`src/rtl/wr_cell_gen.sv`:
```
// Write-port address generator for one LDPC message RAM bank.
// LOAD streams DEPTH sequential words; UPDATE walks N_OFF rotated circulant blocks.
module wr_cell_gen #(
  parameter int unsigned A_WID = 8,
  parameter int unsigned N_OFF = 3,
  parameter int unsigned Z     = 36,
  parameter int unsigned DEPTH = 216
) (
  input  logic                   clk,
  input  logic                   reset,
  input  logic                   load_start,
  input  logic                   upd_start,
  input  logic                   abort,
  input  logic                   din_vld,
  input  logic                   wr_en,
  input  logic [A_WID-1:0]       base_addr,
  input  logic [N_OFF*A_WID-1:0] addr_offset,
  output logic [A_WID-1:0]       wr_addr,
  output logic                   ram_wr,
  output logic                   busy,
  output logic                   done,
  output logic                   off_err
);

  typedef enum logic [1:0] {S_IDLE, S_LOAD, S_UPD} state_t;

  localparam int unsigned       K_W      = (N_OFF > 1) ? $clog2(N_OFF) : 1;
  localparam logic [A_WID:0]    DEPTH_M1 = (A_WID+1)'(DEPTH - 1);
  localparam logic [A_WID:0]    Z_W      = (A_WID+1)'(Z);
  localparam logic [A_WID-1:0]  Z_M1     = A_WID'(Z - 1);
  localparam logic [K_W-1:0]    K_LAST   = K_W'(N_OFF - 1);

  state_t                 state_q, state_d;
  logic [A_WID-1:0]       base_q, base_d;
  logic [N_OFF*A_WID-1:0] off_q, off_d;
  logic [A_WID:0]         wc_q, wc_d;
  logic [K_W-1:0]         k_q, k_d;
  logic [A_WID-1:0]       r_q, r_d;
  logic [A_WID-1:0]       addr_d;
  logic                   wr_d, done_d, err_d;

  logic [A_WID-1:0]       off_arr [N_OFF];
  logic [A_WID-1:0]       off_cur;
  logic [A_WID:0]         s_raw, s_mod;
  logic [A_WID-1:0]       upd_addr, load_addr;

  // Block 0 lives in the most significant slice of the offset bus.
  for (genvar g = 0; g < N_OFF; g++) begin : g_off
    assign off_arr[g] = off_q[(N_OFF-1-g)*A_WID +: A_WID];
  end

  assign off_cur   = off_arr[k_q];
  assign s_raw     = {1'b0, off_cur} + {1'b0, r_q};
  assign s_mod     = (s_raw >= Z_W) ? (s_raw - Z_W) : s_raw;
  assign upd_addr  = base_q + s_mod[A_WID-1:0];
  assign load_addr = base_q + wc_q[A_WID-1:0];
  assign busy      = (state_q != S_IDLE);

  always_comb begin
    state_d = state_q;
    base_d  = base_q;
    off_d   = off_q;
    wc_d    = wc_q;
    k_d     = k_q;
    r_d     = r_q;
    addr_d  = wr_addr;
    wr_d    = 1'b0;
    done_d  = 1'b0;
    err_d   = off_err;
    if (abort) begin
      state_d = S_IDLE;
      wc_d    = '0;
      k_d     = '0;
      r_d     = '0;
    end else begin
      case (state_q)
        S_IDLE: begin
          if (load_start) begin
            state_d = S_LOAD;
            base_d  = base_addr;
            wc_d    = '0;
          end else if (upd_start) begin
            state_d = S_UPD;
            base_d  = base_addr;
            off_d   = addr_offset;
            k_d     = '0;
            r_d     = '0;
            err_d   = 1'b0;
          end
        end
        S_LOAD: begin
          if (din_vld) begin
            wr_d   = 1'b1;
            addr_d = load_addr;
            wc_d   = wc_q + 1'b1;
            if (wc_q == DEPTH_M1) begin
              done_d  = 1'b1;
              state_d = S_IDLE;
              wc_d    = '0;
            end
          end
        end
        S_UPD: begin
          if (wr_en) begin
            wr_d   = 1'b1;
            addr_d = upd_addr;
            if ({1'b0, off_cur} >= Z_W) err_d = 1'b1;
            if (r_q == Z_M1) begin
              r_d = '0;
              if (k_q == K_LAST) begin
                done_d  = 1'b1;
                state_d = S_IDLE;
                k_d     = '0;
              end else begin
                k_d = k_q + 1'b1;
              end
            end else begin
              r_d = r_q + 1'b1;
            end
          end
        end
        default: state_d = S_IDLE;
      endcase
    end
  end

  always_ff @(posedge clk or posedge reset) begin
    if (reset) begin
      state_q <= S_IDLE;
      base_q  <= '0;
      off_q   <= '0;
      wc_q    <= '0;
      k_q     <= '0;
      r_q     <= '0;
      wr_addr <= '0;
      ram_wr  <= 1'b0;
      done    <= 1'b0;
      off_err <= 1'b0;
    end else begin
      state_q <= state_d;
      base_q  <= base_d;
      off_q   <= off_d;
      wc_q    <= wc_d;
      k_q     <= k_d;
      r_q     <= r_d;
      wr_addr <= addr_d;
      ram_wr  <= wr_d;
      done    <= done_d;
      off_err <= err_d;
    end
  end

endmodule

```
`config.mk`:
```
export PLATFORM = sky130hd
export DESIGN_NAME = wr_cell_gen
export DESIGN_NICKNAME = d
export VERILOG_FILES = /design/src/rtl/wr_cell_gen.sv
export SDC_FILE = /design/constraint.sdc
export NUM_CORES = 1
export LEC_CHECK = 0
export BUFFER_PORTS_ARGS = -buffer_cell sky130_fd_sc_hd__buf_2
export CAP_MARGIN = 20
export CORE_MARGIN = 5
export CORE_UTILIZATION = 55
export DETAILED_ROUTE_END_ITERATION = 8
export PLACE_DENSITY_LB_ADDON = 0.3
export SLEW_MARGIN = 20
export SYNTH_ARGS = -nofsm -noshare
export SYNTH_HDL_FRONTEND = slang
export SYNTH_SLANG_ARGS = --single-unit
```
`constraint.sdc`:
```
create_clock -name clk -period 6.5 [get_ports clk]
set_input_delay 0.325 -clock clk [delete_from_list [all_inputs] [get_ports clk]]
set_output_delay 0.325 -clock clk [all_outputs]
set_load 0.01 [all_outputs]
```
==> flow_summary.yaml, run 1 <==
cells_and_area:
  fillers: 562
  n_antenna_cell: 0
  nets: 483
  drive_gt1_frac: 0.3059
  multi_input_area_um2: 2236
  ff_latch_area_um2: 1602
  synthToLayoutAreaGrowth_pct: 12.63
detailed_routing:
  avgRoutedWirePerCell_um: 15.61
  drc: 0
  route.vias.total: 2954
  dr.pass1.iters: 4
  drtAntennaViolNets: 0
  first_iter_violations: 111
  drt_wl_total_um: 8133
  viasPerCell: 5.670
critical_path:
  critical_path_cell_count: 18
  crit_type: "flop to flop"
  crit_buf_inv: 0
  crit_chain: "nor2b_1 > nand2_1 > o21ai_0 > ha_1 > fa_1 > a211o_1 > a311o_1 > a221oi_2 > nand4b_4 > xnor2_1 > a21oi_1 > ha_1 > a21o_1 > a21o_1 > o41ai_2 > xnor3_4 > o22ai_1 > a31oi_1"
  reg2reg_depth: 18
  r2r_start: "k_q[1]"
  slowest_stage: "dfrtp_1"
  endpoint_kind: "flop"
  cp_top_family: "compound AO/OA/AOI/OAI gates"
  crit_arrival_ns: 5.39
  required_ns: 6.69
  crit_path_start_kind: "flop"
  cpPeakStageDelay_ns: 0.66
  path_max_fanout: 12
  critPathLaunch: "k_q[1]"
floorplan:
  dieArea_um2: 8964
  dieWidth_um: 94.68
  core_um2: 6869
  initial_core_util: 0.5741
  dieHeight_um: 94.68
  ioPinCount: 51
  fp-row-count: 30
power_and_ir_drop:
  p_leak_nw: 2.031
  vdd_drop_max_mv: 0.2451
  power_density_nw_per_um2: 382.8
clock_network:
  clk_pin_slew_ns: 0.08
  cts_tree: "built"
  clkSinkCount: 64
  cts.htree.levels: 3
  cts_root_buf: "clkbuf_8"
  cts_buffers: 9
  clk_latency_ns: 0.35
  ctsResizeCount: 0
  cts_setup_buffers: 0
  cts_hold_buf: 0
  cts_buffer_depth: 2
timing:
  min_period_ns: 5.204
  setup_violations: 0
  fin_skew_ns: 0.01182
  worst_hold_slack_ns: 0.1785
  tightest_slew_ns: 0.8302
  drv_slew: 0
  max_freq_ghz: 0.1922
  fin_crit_sh: 0.8006
  max_slew_margin: 0.4445
  rsz0062_at_grt: "false"
  tns_ns: 0
  final-hold-violation-count: 0
logic_synthesis:
  synth.most_common_cell: "dfrtp_1"
  ys.warnings.count: 0
  synth_ff_type: "dfrtp_1"
  synth_largest_area_cell: "dfrtp_1"
  synth_commonest_cells: "dfrtp_1 (64), mux2_2 (41), nor2_1 (29), ha_1 (22), o21ai_0 (22)"
  ys_seq_elements: 64
  netlist_instances: 370
  yosys-top-cells-area: "dfrtp_1 (41%), mux2_2 (12%), ha_1 (7.0%)"
  synth-edff-count: 0
  synthArstFlopShare: 1.000
  yosys.area.top_type_share: 0.4061
  postSynthAreaPerCell_um2: 10.66
  synth_fp_nets: 433
  synth_seq_area_share: 0.4061
  yosysUniqueCellTypes: 64
  syn-cell-area_um2: 3944
global_route:
  grt.total_usage: 0.1948
  grt_pass1_wl_um: 13750
  grt_pass1_vias: 2953
  overflow: 0
  grt_max_degree: 65
  antenna_found_initial: 0
placement:
  portBuffers: 50
  hpwlAfterDp_um: 6139
  gp_congestion: 0.8773
run:
  drv_cap: 0
min_path:
  hold_path.class: "input port to async pin"
run_status:
  outcome: "finished, final reports clean"
[registers in the layout (all words and copies together) (netlist names)]
name	count
off_arr	24
wc_q	9
base_q	8
r_q	8
wr_addr	8
k_q	2
state_q	2
done	1
off_err	1
ram_wr	1
[where the power goes]
| group | total (mW) | switching [mW] | internal [mW] |
|---|---|---|---|
| clock network | 0.328 | 0.167 | 0.161 |
| logic | 0.766 | 0.384 | 0.382 |
| registers | 0.607 | 0.0849 | 0.522 |
| total | 1.70 | 0.635 | 1.07 |
[per-layer routing]
| layer | GRT usage | vias to the layer above | part of all wire |
|---|---|---|---|
| met4 | 0.08293 | 0 | 0.024 |
| met2 | 0.3177 | 73 | 0.48 |
| li1 | - | 1448 | - |
| met5 | 0 | - | 0 |
| met3 | 0.03904 | 20 | 0.039 |
| met1 | 0.2519 | 1413 | 0.45 |
[placed cells by master, fill, tap and decap left out, drive strengths merged, types with 10 or more instances in the layout]
cell type   n
buf        51
ha         22
clkbuf     11
inv        12
mux2i      10
dfrtp      64
mux2       42
nor2       29
o21ai      22
nand2      20
xor2       11
a21oi      22
[worst reg2reg max path, delay by kind of cell (launching register included)]
family	cells	cell delay [ns]
fa+ha+maj	3	1.04
flops	1	0.66
xor+xnor	2	0.53
compound gates	10	2.20
simple gates	3	0.62
[kinds of logic after synthesis]
kind of cell	Yosys count	share of synthesized area
xor+xnor	21	0.05108
compound gates	85	0.1488
simple gates	102	0.1390
buf+inv	22	0.02887
mux	52	0.1463
flops	64	0.4061
fa+ha+maj	24	0.07995
[area by class of cell]
class / count / share of cell area
clock buffer: 11 / 0.03408
clock inverter: 5 / 0.008451
inverter: 10 / 0.008451
multi-input combinational: 284 / 0.5034
sequential: 64 / 0.3606
tap: 96 / 0.02704
timing repair buffer: 51 / 0.05803
[final timing paths]
path | slack, ns | endpoint
max | 1.30 | wr_addr[7]
min | 0.18 | base_q[6]
max reg2reg | 1.30 | wr_addr[7]
min reg2reg | 0.50 | wr_addr[6]
max in group asynchronous | 5.77 | r_q[6]
min in group clk | 0.21 | off_arr[1]
[through the flow]
stage               instance area, um^2  total power [mW]    util  setup slack, ns  cells
finish                             4442             1.701  0.6466            1.296    521
global route                       4442             1.836  0.6466           0.8283    521
CTS                                4437             1.718  0.6459            1.292    521
detailed placement                 4248             1.381  0.6184            1.325    505
global placement                   4248             1.361  0.6184            1.507    505
floorplan                          3944             1.214       -            1.686    370
Power figures use the tool's default switching activity.
==> inputs of run 2 (changes only) <==
ABC_AREA = 1   (was unset)
clock period = 5 ns   (was 6.5 ns; I/O delays follow)
==> flow_summary.yaml, run 2 <==
critical_path:
  r2r_slack_ns: 0.58
  cp-endpoint: "wr_addr[7]"
  slowest_stage: "nor2_1"
  endpoint_kind: "flop"
  path_max_fanout: 10
  crit_path_frequent_cell: "nand2_1"
  crit_path_start_kind: "flop"
  cpPeakStageDelay_ns: 0.47
  reg2reg_depth: 32
  reg2reg_to: "wr_addr[7]"
  crit_type: "flop to flop"
  critPathLaunch: "k_q[1]"
  crit_arrival_ns: 4.71
  r2r_start: "k_q[1]"
  required_ns: 5.29
logic_synthesis:
  synth_commonest_cells: "nand2_1 (112), dfrtp_1 (64), inv_1 (53), nand3_1 (37), nor2_1 (30)"
  ys_seq_elements: 64
  synth_top_family_by_area: "simple AND/OR/NAND/NOR gates"
  synth_ff_type: "dfrtp_1"
  yosys-top-cells-area: "dfrtp_1 (41%), nand2_1 (11%), mux2_2 (8.4%)"
  synthSimpleGateAreaFrac: 0.2454
  synth_largest_area_cell: "dfrtp_1"
  ys.warnings.count: 0
  synth.most_common_cell: "nand2_1"
  postSynthAreaPerCell_um2: 8.322
  synth_fa_ha_area_frac: 0.08147
  synth_seq_area_share: 0.4138
  syn-cell-area_um2: 3870
  synthMuxAreaShare: 0.08438
  synthArstFlopShare: 1.000
  netlist_instances: 465
  synth_compound_area_frac: 0.08988
  synth_fp_nets: 528
  yosys.area.top_type_share: 0.4138
  yosysUniqueCellTypes: 36
  synth-xor-area-share: 0.02263
  synth-edff-count: 0
placement:
  hpwlAfterDp_um: 7060
  gp_congestion: 0.9036
  dp.cells: 607
  pre_cts_ws_ns: 0.6785
  portBuffers: 50
  placed_area_um2: 4227
detailed_routing:
  wl_met2_um: 4537
  viasPerCell: 5.414
  avgRoutedWirePerCell_um: 14.74
  dr.pass1.iters: 6
  first_iter_violations: 167
  route.vias.total: 3373
  drt_wl_total_um: 9182
  wirelength_met1_um: 3865
  wl_met3_um: 567
  top_layer: "met4"
  drtAntennaViolNets: 0
  drc: 0
cells_and_area:
  final_util: 0.6504
  fillers: 602
  n_antenna_cell: 0
  final_cell_mix: "nand2_1 (112), dfrtp_1 (64), inv_1 (52)"
  mostFrequentLayoutCell: "nand2_1"
  largest_register_ffs: 24
  stdcell_count: 623
  nets: 585
  synthToLayoutAreaGrowth_pct: 14.81
  drive_gt1_frac: 0.2163
  final_area_um2: 4443
timing:
  final-hold-violation-count: 0
  layout_setup_ws_ns: 0.5786
  fin_skew_ns: 0.008820
  drv_slew: 0
  tns_ns: 0
  max_freq_ghz: 0.2262
  max_slew_margin: 0.3433
  tightest_slew_ns: 0.9807
  fin_crit_sh: 0.8843
  worst_hold_slack_ns: 0.1198
  setup_violations: 0
  min_period_ns: 4.421
  rsz0062_at_grt: "false"
global_route:
  grt.total_usage: 0.2250
  overflow: 0
  antenna_found_initial: 0
  grt_max_degree: 65
  grt_pass1_vias: 3409
  grt_pass1_wl_um: 15550
floorplan:
  dieWidth_um: 93.88
  initial_core_util: 0.5665
  dieArea_um2: 8813
  ioPinCount: 51
  dieHeight_um: 93.88
  fp-row-count: 30
  core_um2: 6832
power_and_ir_drop:
  power_density_nw_per_um2: 431.3
  total_power_mw: 1.916
  vdd_drop_max_mv: 0.2739
  p_leak_nw: 2.218
clock_network:
  cts_buffers: 9
  ctsResizeCount: 0
  cts.htree.levels: 3
  cts_tree: "built"
  clk_pin_slew_ns: 0.07
  cts_root_buf: "clkbuf_8"
  cts_hold_buf: 0
  clk_latency_ns: 0.35
  clkSinkCount: 64
  cts_setup_buffers: 0
  cts_buffer_depth: 2
run_status:
  outcome: "finished, final reports clean"
run:
  drv_cap: 0
min_path:
  hold_path.class: "input port to async pin"
run 2: changes by cell type in the layout (fill, tap and decap cells not counted), sizes merged, moves of 5 or more:
cell,before,now
nand2,20,114
mux2,42,29
nor2,29,34
a21o,9,0
nand3,7,39
nor2b,5,0
xnor2,9,4
inv,12,58
xor2,11,6
nor3,5,11
mux2i,10,0
run 2: cells by family after synthesis:
kind of cell	Yosys count
flops	64
buf+inv	63
compound gates	62
simple gates	213
fa+ha+maj	24
mux	29
xor+xnor	10
run 2: how the worst min path moves through the flow:
stage | startpoint | to | slack [ns] | cells after the start
after floorplan | din_vld | ram_wr | 0.39 | 2
after detailed placement | wr_addr[0] | wr_addr[0] | 0.47 | 2
after global routing | base_addr[5] | base_q[5] | 0.12 | 2
final | reset | state_q[0] | 0.12 | 3
after global placement | wr_addr[1] | wr_addr[1] | 0.46 | 2
after CTS | addr_offset[11] | off_arr[11] | 0.12 | 2
run 2: area by class of cell:
cell class,instances,area [um^2],area share
tap,96,120.1,0.02703
sequential,64,1602,0.3605
clock buffer,12,165.2,0.03717
timing repair buffer,51,257.7,0.05801
clock inverter,4,51.30,0.01155
inverter,58,220.2,0.04956
multi-input combinational,338,2027,0.4562
run 2: per-layer routing:
layer | GRT usage | up-vias
met5 | 0 | -
met4 | 0.09146 | 0
met3 | 0.04888 | 23
met2 | 0.3820 | 106
met1 | 0.2765 | 1579
li1 | - | 1665
run 2: power by group:
part / switching, mW / internal (mW) / total (mW)
Clock: 0.208 / 0.271 / 0.479
Combinational: 0.404 / 0.288 / 0.692
Sequential: 0.0949 / 0.650 / 0.745
run 2: critical path, delay by kind of cell, from the launching register on:
| family | cells | cell delay (ns) |
|---|---|---|
| xor+xnor | 1 | 0.27 |
| flops | 1 | 0.38 |
| compound gates | 1 | 0.12 |
| fa+ha+maj | 3 | 0.90 |
| buf+inv | 4 | 0.30 |
| simple gates | 23 | 2.39 |
==> inputs of run 3 (changes only) <==
CORE_UTILIZATION = 58   (was 55)
==> flow_summary.yaml, run 3 (synthesis gave the netlist of run 2 again) <==
run_status:
  outcome: "finished, final reports clean"
global_route:
  grt_pass1_vias: 3362
  grt.total_usage: 0.2284
  grt_max_degree: 65
  antenna_found_initial: 0
  grt_pass1_wl_um: 15410
  overflow: 0
floorplan:
  core_um2: 6422
  ioPinCount: 51
  initial_core_util: 0.6026
  dieArea_um2: 8406
  dieWidth_um: 91.69
  fp-row-count: 29
  dieHeight_um: 91.69
timing:
  rsz0062_at_grt: "false"
  fin_crit_sh: 0.9039
  fin_skew_ns: 0.005991
  max_freq_ghz: 0.2213
  tightest_slew_ns: 1.017
  max_slew_margin: 0.3188
  setup_violations: 0
  tns_ns: 0
  drv_slew: 0
  min_period_ns: 4.520
  final-hold-violation-count: 0
clock_network:
  cts_buffers: 9
  cts.htree.levels: 3
  clk_latency_ns: 0.35
  cts_buffer_depth: 2
  cts_tree: "built"
  cts_setup_buffers: 0
  clk_pin_slew_ns: 0.07
  cts_root_buf: "clkbuf_8"
  cts_hold_buf: 0
  ctsResizeCount: 0
  clkSinkCount: 64
critical_path:
  cpPeakStageDelay_ns: 0.49
  crit_arrival_ns: 4.81
  endpoint_kind: "flop"
  crit_path_start_kind: "flop"
  slowest_stage: "nor2_1"
  crit_path_frequent_cell: "nand2_1"
  required_ns: 5.29
  path_max_fanout: 10
  crit_type: "flop to flop"
detailed_routing:
  route.vias.total: 3413
  drt_wl_total_um: 8679
  drtAntennaViolNets: 0
  first_iter_violations: 189
  drc: 0
  dr.pass1.iters: 5
  avgRoutedWirePerCell_um: 14.37
  viasPerCell: 5.651
placement:
  dp.cells: 588
  gp_congestion: 0.8689
  portBuffers: 50
  hpwlAfterDp_um: 6593
cells_and_area:
  n_antenna_cell: 0
  largest_register_ffs: 24
  nets: 585
  stdcell_count: 604
  mostFrequentLayoutCell: "nand2_1"
  synthToLayoutAreaGrowth_pct: 13.68
  final_util: 0.6850
  drive_gt1_frac: 0.2163
  final_cell_mix: "nand2_1 (112), dfrtp_1 (64), inv_1 (52)"
run:
  drv_cap: 0
min_path:
  hold_path.class: "input port to async pin"
power_and_ir_drop:
  power_density_nw_per_um2: 424.7
  p_leak_nw: 2.205
  vdd_drop_max_mv: 0.2832
[run 3: area by class of cell]
class | count | area (um^2)
repair buffers | 51 | 257.7
multi-input cells | 338 | 2027
inverters | 58 | 220.2
fillers | 514 | 2023
flip-flops and latches | 64 | 1602
clock buffers | 9 | 123.9
clock inverters | 7 | 72.57
well taps | 77 | 96.34
[run 3: routing by layer]
layer / vias to the layer above / wire length [um] / global-route usage
li1: 1666 / - / -
met1: 1604 / 3746 / 0.2877
met2: 123 / 4158 / 0.3749
met3: 20 / 583 / 0.05728
met4: 0 / 191 / 0.09673
met5: - / 0 / 0
[run 3: path summary, 6_finish.rpt]
| path | end | slack, ns | cells after the start | start |
|---|---|---|---|---|
| min reg2reg | wr_addr[0] | 0.48 | 2 | wr_addr[0] |
| min | state_q[0] | 0.09 | 3 | reset |
| max reg2reg | wr_addr[7] | 0.48 | 31 | k_q[0] |
| min in group clk | base_q[5] | 0.12 | 2 | base_addr[5] |
| max in group asynchronous | off_arr[7] | 4.34 | 3 | reset |
| max | wr_addr[7] | 0.48 | 31 | k_q[0] |
[run 3: per-stage QoR]
step           hold slack, ns  instance area, um^2  worst slack, ns  power (mW)
2_1_floorplan          0.3860                 3870            1.284       1.230
3_3_place_gp           0.4588                 4203           0.8872       1.396
3_5_place_dp           0.4604                 4203           0.6744       1.427
4_1_cts                0.1144                 4399           0.6301       1.875
5_1_grt                0.1012                 4399         0.007097       2.014
6_report              0.09426                 4399           0.4803       1.868
[run 3: power by group]
| part | switching, mW | total [mW] | leakage (nW) | internal [mW] |
|---|---|---|---|---|
| clock network | 0.216 | 0.446 | 0.0952 | 0.230 |
| registers | 0.0887 | 0.739 | 0.805 | 0.650 |
| logic | 0.396 | 0.684 | 1.30 | 0.288 |
[run 3: worst max-delay path: cells and delay by family, from the launching register on]
| kind | cells | cell delay, ns |
|---|---|---|
| simple gates | 23 | 2.55 |
| fa+ha+maj | 3 | 0.89 |
| flops | 1 | 0.40 |
| xor+xnor | 1 | 0.25 |
| buf+inv | 3 | 0.23 |
| compound gates | 1 | 0.11 |
